[config.mk]
export PLATFORM = sky130hd
export DESIGN_NAME = apb_req_arbiter
export DESIGN_NICKNAME = d
export VERILOG_FILES = /design/src/rtl/apb_req_arbiter.sv
export SDC_FILE = /design/constraint.sdc
export NUM_CORES = 1
export LEC_CHECK = 0
export ABC_CLOCK_PERIOD_IN_PS = 7700
export CAP_MARGIN = 20
export CORE_AREA = 4 4 162 164
export CTS_BUF_LIST = sky130_fd_sc_hd__clkbuf_16
export DETAILED_ROUTE_END_ITERATION = 12
export DIE_AREA = 0 0 166 168
export PLACE_DENSITY = 0.77
export RECOVER_POWER = 100
export SKIP_CTS_REPAIR_TIMING = 1
export SLEW_MARGIN = 20
export SYNTH_ARGS = -nofsm -noshare
export SYNTH_HDL_FRONTEND = slang
export SYNTH_HIERARCHICAL = 1
export SYNTH_SLANG_ARGS = --single-unit
[constraint.sdc]
create_clock -name clk -period 7.7 [get_ports clk]
set_input_delay 0.77 -clock clk [delete_from_list [all_inputs] [get_ports clk]]
set_output_delay 0.77 -clock clk [all_outputs]
set_load 0.02 [all_outputs]
[src/rtl/apb_req_arbiter.sv]
// Round-robin arbiter that funnels NREQ requesters onto one APB master command port.
// Define APB_ARB_FIXED_PRIO_EN for fixed priority (lowest req index always wins).

`ifndef ADDR_WIDTH
`define ADDR_WIDTH 32
`endif
`ifndef DATA_WIDTH
`define DATA_WIDTH 32
`endif
`ifndef STRB_SIZE
`define STRB_SIZE 4
`endif

module apb_req_arbiter_lane #(
    parameter int CW = 1
) (
    input  logic          sel,
    input  logic [CW-1:0] cmd,
    output logic [CW-1:0] cmd_sel
);
    assign cmd_sel = sel ? cmd : '0;
endmodule

module apb_req_arbiter #(
    parameter int NREQ       = 4,
    parameter int ADDR_WIDTH = `ADDR_WIDTH,
    parameter int DATA_WIDTH = `DATA_WIDTH,
    parameter int STRB_SIZE  = `STRB_SIZE
) (
    input  logic                       clk,
    input  logic                       rst_n,
    input  logic [NREQ-1:0]            req,
    input  logic [NREQ-1:0]            wr_i,
    input  logic [NREQ*ADDR_WIDTH-1:0] addr_i,
    input  logic [NREQ*DATA_WIDTH-1:0] wdata_i,
    input  logic [NREQ*STRB_SIZE-1:0]  strb_i,
    output logic [NREQ-1:0]            grant,
    output logic [NREQ-1:0]            ack,
    output logic [DATA_WIDTH-1:0]      rdata_o,
    output logic                       m_trnsfr,
    output logic                       m_wr,
    output logic [ADDR_WIDTH-1:0]      m_address,
    output logic [DATA_WIDTH-1:0]      m_data_in,
    output logic [STRB_SIZE-1:0]       m_strb,
    input  logic                       m_enable,
    input  logic                       m_ready,
    input  logic [DATA_WIDTH-1:0]      m_data_out
);
    localparam int CW = 1 + ADDR_WIDTH + DATA_WIDTH + STRB_SIZE;
    localparam int IW = (NREQ > 1) ? $clog2(NREQ) : 1;

    typedef struct packed {
        logic                  wr;
        logic [ADDR_WIDTH-1:0] addr;
        logic [DATA_WIDTH-1:0] data;
        logic [STRB_SIZE-1:0]  strb;
    } cmd_t;

    typedef enum logic [1:0] {IDLE, ISSUE, WAIT, ACK} state_t;

    state_t                     state, state_nxt;
    cmd_t                       cmd_q;
    logic [DATA_WIDTH-1:0]      rdata_q;
    logic [NREQ-1:0]            pick;
    logic [NREQ-1:0][CW-1:0]    lane_cmd;
    logic [CW-1:0]              cmd_pick;

    // Each lane masks its own command with the one-hot pick; the OR gives the winner.
    for (genvar g = 0; g < NREQ; g++) begin : g_lane
        cmd_t cmd_in;
        assign cmd_in.wr   = wr_i[g];
        assign cmd_in.addr = addr_i[g*ADDR_WIDTH +: ADDR_WIDTH];
        assign cmd_in.data = wdata_i[g*DATA_WIDTH +: DATA_WIDTH];
        assign cmd_in.strb = strb_i[g*STRB_SIZE +: STRB_SIZE];

        apb_req_arbiter_lane #(.CW(CW)) u_lane (
            .sel     (pick[g]),
            .cmd     (cmd_in),
            .cmd_sel (lane_cmd[g])
        );
    end

    always_comb begin
        cmd_pick = '0;
        for (int i = 0; i < NREQ; i++)
            cmd_pick = cmd_pick | lane_cmd[i];
    end

`ifdef APB_ARB_FIXED_PRIO_EN
    // Isolate the lowest set request bit.
    assign pick = req & (~req + NREQ'(1));
`else
    logic [IW-1:0] last_grant;
    logic [IW-1:0] owner;
    logic          found;

    always_comb begin
        pick  = '0;
        found = 1'b0;
        for (int i = 1; i <= NREQ; i++) begin
            if (!found && req[IW'((int'(last_grant) + i) % NREQ)]) begin
                pick[IW'((int'(last_grant) + i) % NREQ)] = 1'b1;
                found = 1'b1;
            end
        end
    end

    always_comb begin
        owner = '0;
        for (int i = 0; i < NREQ; i++)
            if (grant[i]) owner = IW'(i);
    end

    // Pointer moves only on completion, so an aborted transfer does not consume a turn.
    always_ff @(posedge clk or negedge rst_n) begin
        if (!rst_n)
            last_grant <= IW'(NREQ - 1);
        else if (state == ACK)
            last_grant <= owner;
    end
`endif

    always_comb begin
        state_nxt = state;
        case (state)
            IDLE:    if (|req) state_nxt = ISSUE;
            ISSUE:   state_nxt = WAIT;
            WAIT:    if (m_enable && m_ready) state_nxt = ACK;
            ACK:     state_nxt = IDLE;
            default: state_nxt = IDLE;
        endcase
    end

    always_ff @(posedge clk or negedge rst_n) begin
        if (!rst_n) begin
            state   <= IDLE;
            grant   <= '0;
            cmd_q   <= '0;
            rdata_q <= '0;
        end else begin
            state <= state_nxt;
            case (state)
                IDLE: if (|req) begin
                    grant <= pick;
                    cmd_q <= cmd_pick;
                end
                WAIT: if (m_enable && m_ready)
                    rdata_q <= cmd_q.wr ? '0 : m_data_out;
                ACK: begin
                    grant   <= '0;
                    cmd_q   <= '0;
                    rdata_q <= '0;
                end
                default: ;
            endcase
        end
    end

    assign m_trnsfr  = (state == ISSUE);
    assign ack       = (state == ACK) ? grant : '0;
    assign rdata_o   = rdata_q;
    assign m_wr      = cmd_q.wr;
    assign m_address = cmd_q.addr;
    assign m_data_in = cmd_q.data;
    assign m_strb    = cmd_q.strb;

endmodule

==> results of run 1 <==
==> power by group <==
group | switching [uW] | internal [uW] | total, uW | leakage [uW]
Combinational | 1290 | 947 | 2240 | 0.00350
Sequential | 127 | 801 | 928 | 0.00141
Clock | 245 | 262 | 507 | 0.000152
Total | 1660 | 2010 | 3670 | 0.00506
==> worst min-delay path by stage <==
stage / from / endpoint / slack, ns / cells after the start
after floorplan: rst_n / grant[0] / 0.47 / 0
after global placement: rdata_o[27] / rdata_o[27] / 0.46 / 2
after detailed placement: m_data_in[10] / m_data_in[10] / 0.47 / 2
after CTS: rst_n / m_address[21] / 0.47 / 1
after global routing: m_address[16] / m_address[16] / 0.50 / 2
final: m_data_in[10] / m_data_in[10] / 0.47 / 2
==> state kept, by name, summed over array words and instances, names as in the netlist <==
name        count
m_data_in      32
m_strb          4
m_address      32
last_grant      2
state           2
m_wr            1
grant           4
rdata_o        32
==> per-layer routing <==
| layer | vias up | GRT usage [%] |
|---|---|---|
| met4 | 0 | 6.99 |
| met2 | 278 | 33.3 |
| met1 | 3533 | 24.4 |
| met5 | - | 0 |
| met3 | 49 | 3.66 |
| li1 | 3625 | - |
==> through the flow <==
step           total power, uW  hold WS, ns  cell area [sq um]
2_1_floorplan             2420        0.474               7200
3_3_place_gp              3240        0.460              11600
3_5_place_dp              3290        0.469              11600
4_1_cts                   3810        0.472              11900
5_1_grt                   3970        0.498              11900
6_report                  3670        0.471              11900
==> logic make-up (layout without fill, tap and decap cells) <==
| family | Yosys count | count (layout) |
|---|---|---|
| buffers and inverters | 73 | 457 |
| AOI/OAI and AO/OA | 201 | 201 |
| and+or+nand+nor | 443 | 443 |
| adders and majority gates | 13 | 13 |
| muxes | 4 | 4 |
| DFF | 109 | 109 |
==> worst max-delay path, stage by stage (launching register included) <==
cell	delay, ns
dfstp_1	0.90
inv_1	0.23
ha_1	0.43
mux4_1	0.30
inv_1	0.06
and2_0	0.18
a222oi_1	0.37
nand2_1	0.75
clkbuf_1	0.82
and2_0	0.36
o41ai_1	0.36
o21ai_0	0.14
==> cell type report <==
class	count	area [sq um]	area share [%]
repair buffers	433	4300	36.3
multi-input cells	661	4070	34.3
flip-flops and latches	109	2730	23.0
well taps	330	413	3.48
clock buffers	9	225	1.90
clock inverters	7	91.3	0.770
inverters	8	30.0	0.253
==> cells in the final DEF (no fill, tap or decap), types with 13 or more instances in the layout <==
cell type	count
ha_1	13
nand2_1	142
dlygate4sd3_1	111
o41ai_1	69
and2_2	64
dfrtp_1	107
clkdlybuf4s50_1	313
and2_0	45
o21ai_0	112
and2_1	173
==> flow_summary.yaml, run 1 <==
floorplan:
  rows: 58
  dieArea_sq_mm: 0.0279
  start_util_pct: 28.9
  fp.dieW_microns: 166
  io_pins: 426
  chipHeight_microns: 168
  core_area_sq_mm: 0.0249
logic_synthesis:
  synth_area_leaders: "dfrtp_1 (37%), and2_1 (19%), o41ai_1 (8.4%), o21ai_0 (7.8%), nand2_1 (7.5%)"
  syn-num-nets: 1172
  synth_area_per_cell_sq_um: 8.54
  synth-compound-area-share_pct: 18.5
  synth_top_cell_area_share_pct: 37.2
  synth-simple-area-share_pct: 34.7
  synth_cell_type_count: 46
  synth_top_family_by_area: "simple AND/OR/NAND/NOR gates"
  synth_xor_area_share_pct: 0
  synth_edf_count: 0
  synth_seq_cells: 109
  seq_area_frac_synth_pct: 37.9
  syn_inst: 843
  synth-main-ff-cell: "dfrtp_1"
  synth.top_cells.by_count: "and2_1 (217), nand2_1 (143), o21ai_0 (112)"
  synth.most_common_cell: "and2_1"
  ys.warnings.count: 6
  synth_fa_ha_area_share_pct: 2.26
  syn-cell-area_sq_mm: 0.00720
  async_flop_share_pct: 100
  synth_top_cell_by_area: "dfrtp_1"
  synth_mux_area_share_pct: 0.991
routing:
  drc_errors: 0
  vias: 7485
  dr.max_layer_used: "met4"
  vias_per_cell: 4.81
  wl_met3_microns: 1640
  drt_wl_total_microns: 28500
  ant_nets: 0
  drt_iter0_drc: 410
  wirelength_met1_microns: 11800
  dr.pass1.iters: 5
  met2_length_microns: 14200
  wl_per_cell_microns: 18.3
worst_setup_path:
  r2r_start: "last_grant[0]"
  cp-start-kind: "flop"
  crit_type: "flop to flop"
  r2r-end: "m_data_in[21]"
  rrSetupSlack_ns: 2.50
  setup.worst_path.end_class: "flop"
  cp_max_fo: 40
  r2r_cells: 11
  critPathCapture: "m_data_in[21]"
  setup.worst_path.start: "last_grant[0]"
  cp.required_ns: 7.81
  arrival_ns: 5.31
global_route:
  grt_pass1_wl_microns: 43600
  antenna_found_initial: 1
  grt_max_degree: 74
  grt_usage_pct: 19.4
  overflow: 0
  grt_pass1_vias: 7647
timing:
  finalHoldViolations: 0
  relSlewSlack_pct: -104
  fin_crit_ns: 5.20
  slew_violations: 233
  fin_crit_sh_pct: 67.6
  skew_ns: 0.0135
  finalSetupViolations: 0
  fmax_mhz: 192
  finalSetupTns_ns: 0
  max_slew.worst_pin.slew_ns: 3.06
  fin_ws_ns: 2.50
  rsz0062_at_grt: "false"
cells_and_area:
  post-route-util_pct: 47.6
  nets: 1551
  fill_cells: 2354
  diodes: 0
  drive_above_1_share_pct: 7.66
  instances_no_fill: 1557
  synthToLayoutAreaGrowth_pct: 64.7
cts:
  clk_latency_ns: 0.36
  cts.path.max_buffers: 2
  h-tree-depth: 3
  cts_num_sinks: 109
  cts_tree: "done"
  root_buffer: "clkbuf_16"
  cts.clk_slew.worst_paths_ns: 0.08
  cts_buffers: 9
power_and_ir_drop:
  leakage_uw: 0.00506
  powerDensity_mw_per_mm2: 310
  ir_drop_uv: 184
hold_path:
  hold_path.class: "flop to flop"
placed_design:
  dp_hpwl_microns: 21600
  gp_congestion: 0.928
  dp_slack_ns: 3.45
  dp.cells: 1541
  portBuffers: 425
status:
  status: "finished, violations left"
  failed_checks: "capacitance limit, slew limit"
run:
  maxCapViolations: 4
(Power assumes the default switching activity.)
==> inputs of run 2 (changes only) <==
--- a/config.mk
+++ b/config.mk
@@ -5,13 +5,13 @@
 export SDC_FILE = /design/constraint.sdc
 export NUM_CORES = 1
 export LEC_CHECK = 0
-export ABC_CLOCK_PERIOD_IN_PS = 7700
+export ABC_CLOCK_PERIOD_IN_PS = 4400
 export CAP_MARGIN = 20
 export CORE_AREA = 4 4 162 164
 export CTS_BUF_LIST = sky130_fd_sc_hd__clkbuf_16
 export DETAILED_ROUTE_END_ITERATION = 12
 export DIE_AREA = 0 0 166 168
-export PLACE_DENSITY = 0.77
+export PLACE_DENSITY = 0.79
 export RECOVER_POWER = 100
 export SKIP_CTS_REPAIR_TIMING = 1
 export SLEW_MARGIN = 20
==> constraint.sdc (replaced) <==
create_clock -name clk -period 4.4 [get_ports clk]
set_input_delay 0.44 -clock clk [delete_from_list [all_inputs] [get_ports clk]]
set_output_delay 0.44 -clock clk [all_outputs]
set_load 0.02 [all_outputs]
==> run 2 against run 1 <==
Against the previous run:
- the run still ends with capacitance limit, slew limit left
- register-to-register slack lost 2.1 ns
- combinational power grew 77%
- worst hold slack gained 0.0055 ns
- clock skew grew 0.0043 ns
- cell area grew 0.27%
- sequential cell count is the same
- critical path type unchanged
- largest cell class unchanged
==> flow_summary.yaml, run 2 (synthesized netlist as in run 1, its figures left out) <==
worst_setup_path:
  critPathSlowestCell: "dfstp_2"
  setup.worst_path.end_class: "flop"
  cp-start-kind: "flop"
  crit_type: "flop to flop"
  cp.required_ns: 4.64
  cp_max_fo: 41
  worstPathBufferInverterCount: 3
  r2r_start: "last_grant[0]"
  max_stage_delay_ns: 0.73
  arrival_ns: 4.24
  setup.worst_path.start: "last_grant[0]"
  cpMostUsedCell: "inv_1"
  critPathTopFamily: "compound AO/OA/AOI/OAI gates"
  crit_chain: "inv_1 -> ha_1 -> mux4_1 -> inv_1 -> and2_4 -> a222oi_1 -> nand2_2 -> buf_4 -> and2_1 -> o41ai_1 -> o21ai_0"
power_and_ir_drop:
  ir_drop_uv: 389
  leakage_uw: 0.00508
  powerDensity_mw_per_mm2: 545
  report.power.total_uw: 6480
cells_and_area:
  drive_above_1_share_pct: 8.14
  nets: 1553
  synthToLayoutAreaGrowth_pct: 65.2
  seq_area_sq_mm: 0.00273
  layout_commonest_cell: "clkdlybuf4s50_1"
  multi_input_area_sq_mm: 0.00407
  mostFrequentLayoutCells: "clkdlybuf4s50_1 (313), and2_1 (181), nand2_1 (141)"
  diodes: 0
  fill_cells: 2403
global_route:
  grt_pass1_wl_microns: 44000
  use_met1_pct: 24.5
  top_usage_layer: "met2"
  antenna_found_initial: 0
  grt_pass1_vias: 7714
  gr-usage-met2_pct: 33.4
  overflow: 0
  met3_usage_pct: 4.46
  grt_max_degree: 73
  grt_usage_pct: 19.6
cts:
  clk_latency_ns: 0.36
  cts.path.max_buffers: 2
  cts_num_sinks: 109
  h-tree-depth: 3
  cts_tree: "done"
  cts_buffers: 9
  root_buffer: "clkbuf_16"
  cts.clk_slew.worst_paths_ns: 0.09
floorplan:
  chipHeight_microns: 168
  io_pins: 426
  fp.dieW_microns: 166
  core_area_sq_mm: 0.0249
  rows: 58
  dieArea_sq_mm: 0.0279
  start_util_pct: 28.9
routing:
  drc_errors: 0
  dr.pass1.iters: 5
  wl_per_cell_microns: 18.3
  vias: 7504
  ant_nets: 0
  vias_per_cell: 4.81
  drt_iter0_drc: 379
  drt_wl_total_microns: 28500
timing:
  slew_violations: 113
  relSlewSlack_pct: -78.6
  skew_ns: 0.0178
  rsz0062_at_grt: "false"
  finalHoldViolations: 0
  max_slew.worst_pin.slew_ns: 2.68
  fmax_mhz: 250
  finalSetupTns_ns: 0
  fin_crit_ns: 4.00
  finalSetupViolations: 0
  fin_crit_sh_pct: 90.9
hold_path:
  hp-start: "m_data_in[8]"
  hold_path.class: "flop to flop"
run:
  maxCapViolations: 2
placed_design:
  gp_congestion: 0.915
  dp_hpwl_microns: 21700
  portBuffers: 425
status:
  status: "finished, violations left"
  failed_checks: "capacitance limit, slew limit"
## run 2: cell types whose count changed in the layout (fill, tap and decap cells not counted), moves of 2 or more
cell | previous run | this run
and2_0 | 45 | 36
and2_1 | 173 | 181
buf_12 | 0 | 2
buf_4 | 6 | 4
clkbuf_2 | 0 | 3
## run 2: final cells by class
class                           count  area share [%]
Inverter                            8           0.252
Clock buffer                        9            1.89
Timing Repair Buffer              435            36.5
Tap cell                          330            3.47
Clock inverter                      7           0.726
Sequential cell                   109            23.0
Multi-Input combinational cell    661            34.2
## run 2: per-stage QoR
step	area [sq um]	hold WS, ns	setup slack [ns]	utilization, %	instances
2_1_floorplan	7200	0.144	1.26	-	843
3_3_place_gp	11600	0.462	0.610	46.6	1543
3_5_place_dp	11600	0.469	0.401	46.6	1543
4_1_cts	11900	0.109	0.393	47.9	1559
5_1_grt	11900	0.497	0.0393	47.8	1559
6_report	11900	0.477	0.402	47.8	1559
## run 2: worst paths after layout
path / end / slack [ns] / cells after the start
worst min register to register: m_data_in[8] / 0.48 / 2
min in group asynchronous: rdata_o[27] / 0.92 / 1
max in group asynchronous: m_address[16] / 1.30 / 2
worst max register to register: m_address[10] / 0.40 / 11
worst max-delay path: m_address[10] / 0.40 / 11
worst min-delay path: m_data_in[8] / 0.48 / 2
## run 2: power by group
part           internal [uW]  switching [uW]  leakage (uW)
Combinational           1700            2260       0.00352
Clock                    458             436      0.000151
Sequential              1400             218       0.00141
Total                   3560            2920       0.00508
## run 2: worst reg2reg max path, stage by stage, from the launching register on
cell and delay (ns):
dfstp_2 0.73, inv_1 0.17, ha_1 0.41, mux4_1 0.28
inv_1 0.07, and2_4 0.16, a222oi_1 0.42, nand2_2 0.47
buf_4 0.41, and2_1 0.20, o41ai_1 0.42, o21ai_0 0.13
## run 2: layer usage
layer | wire length, microns | vias to the layer above
li1 | - | 3633
met1 | 11800 | 3517
met2 | 14100 | 298
met3 | 1780 | 56
met4 | 921 | 0
met5 | 0 | -
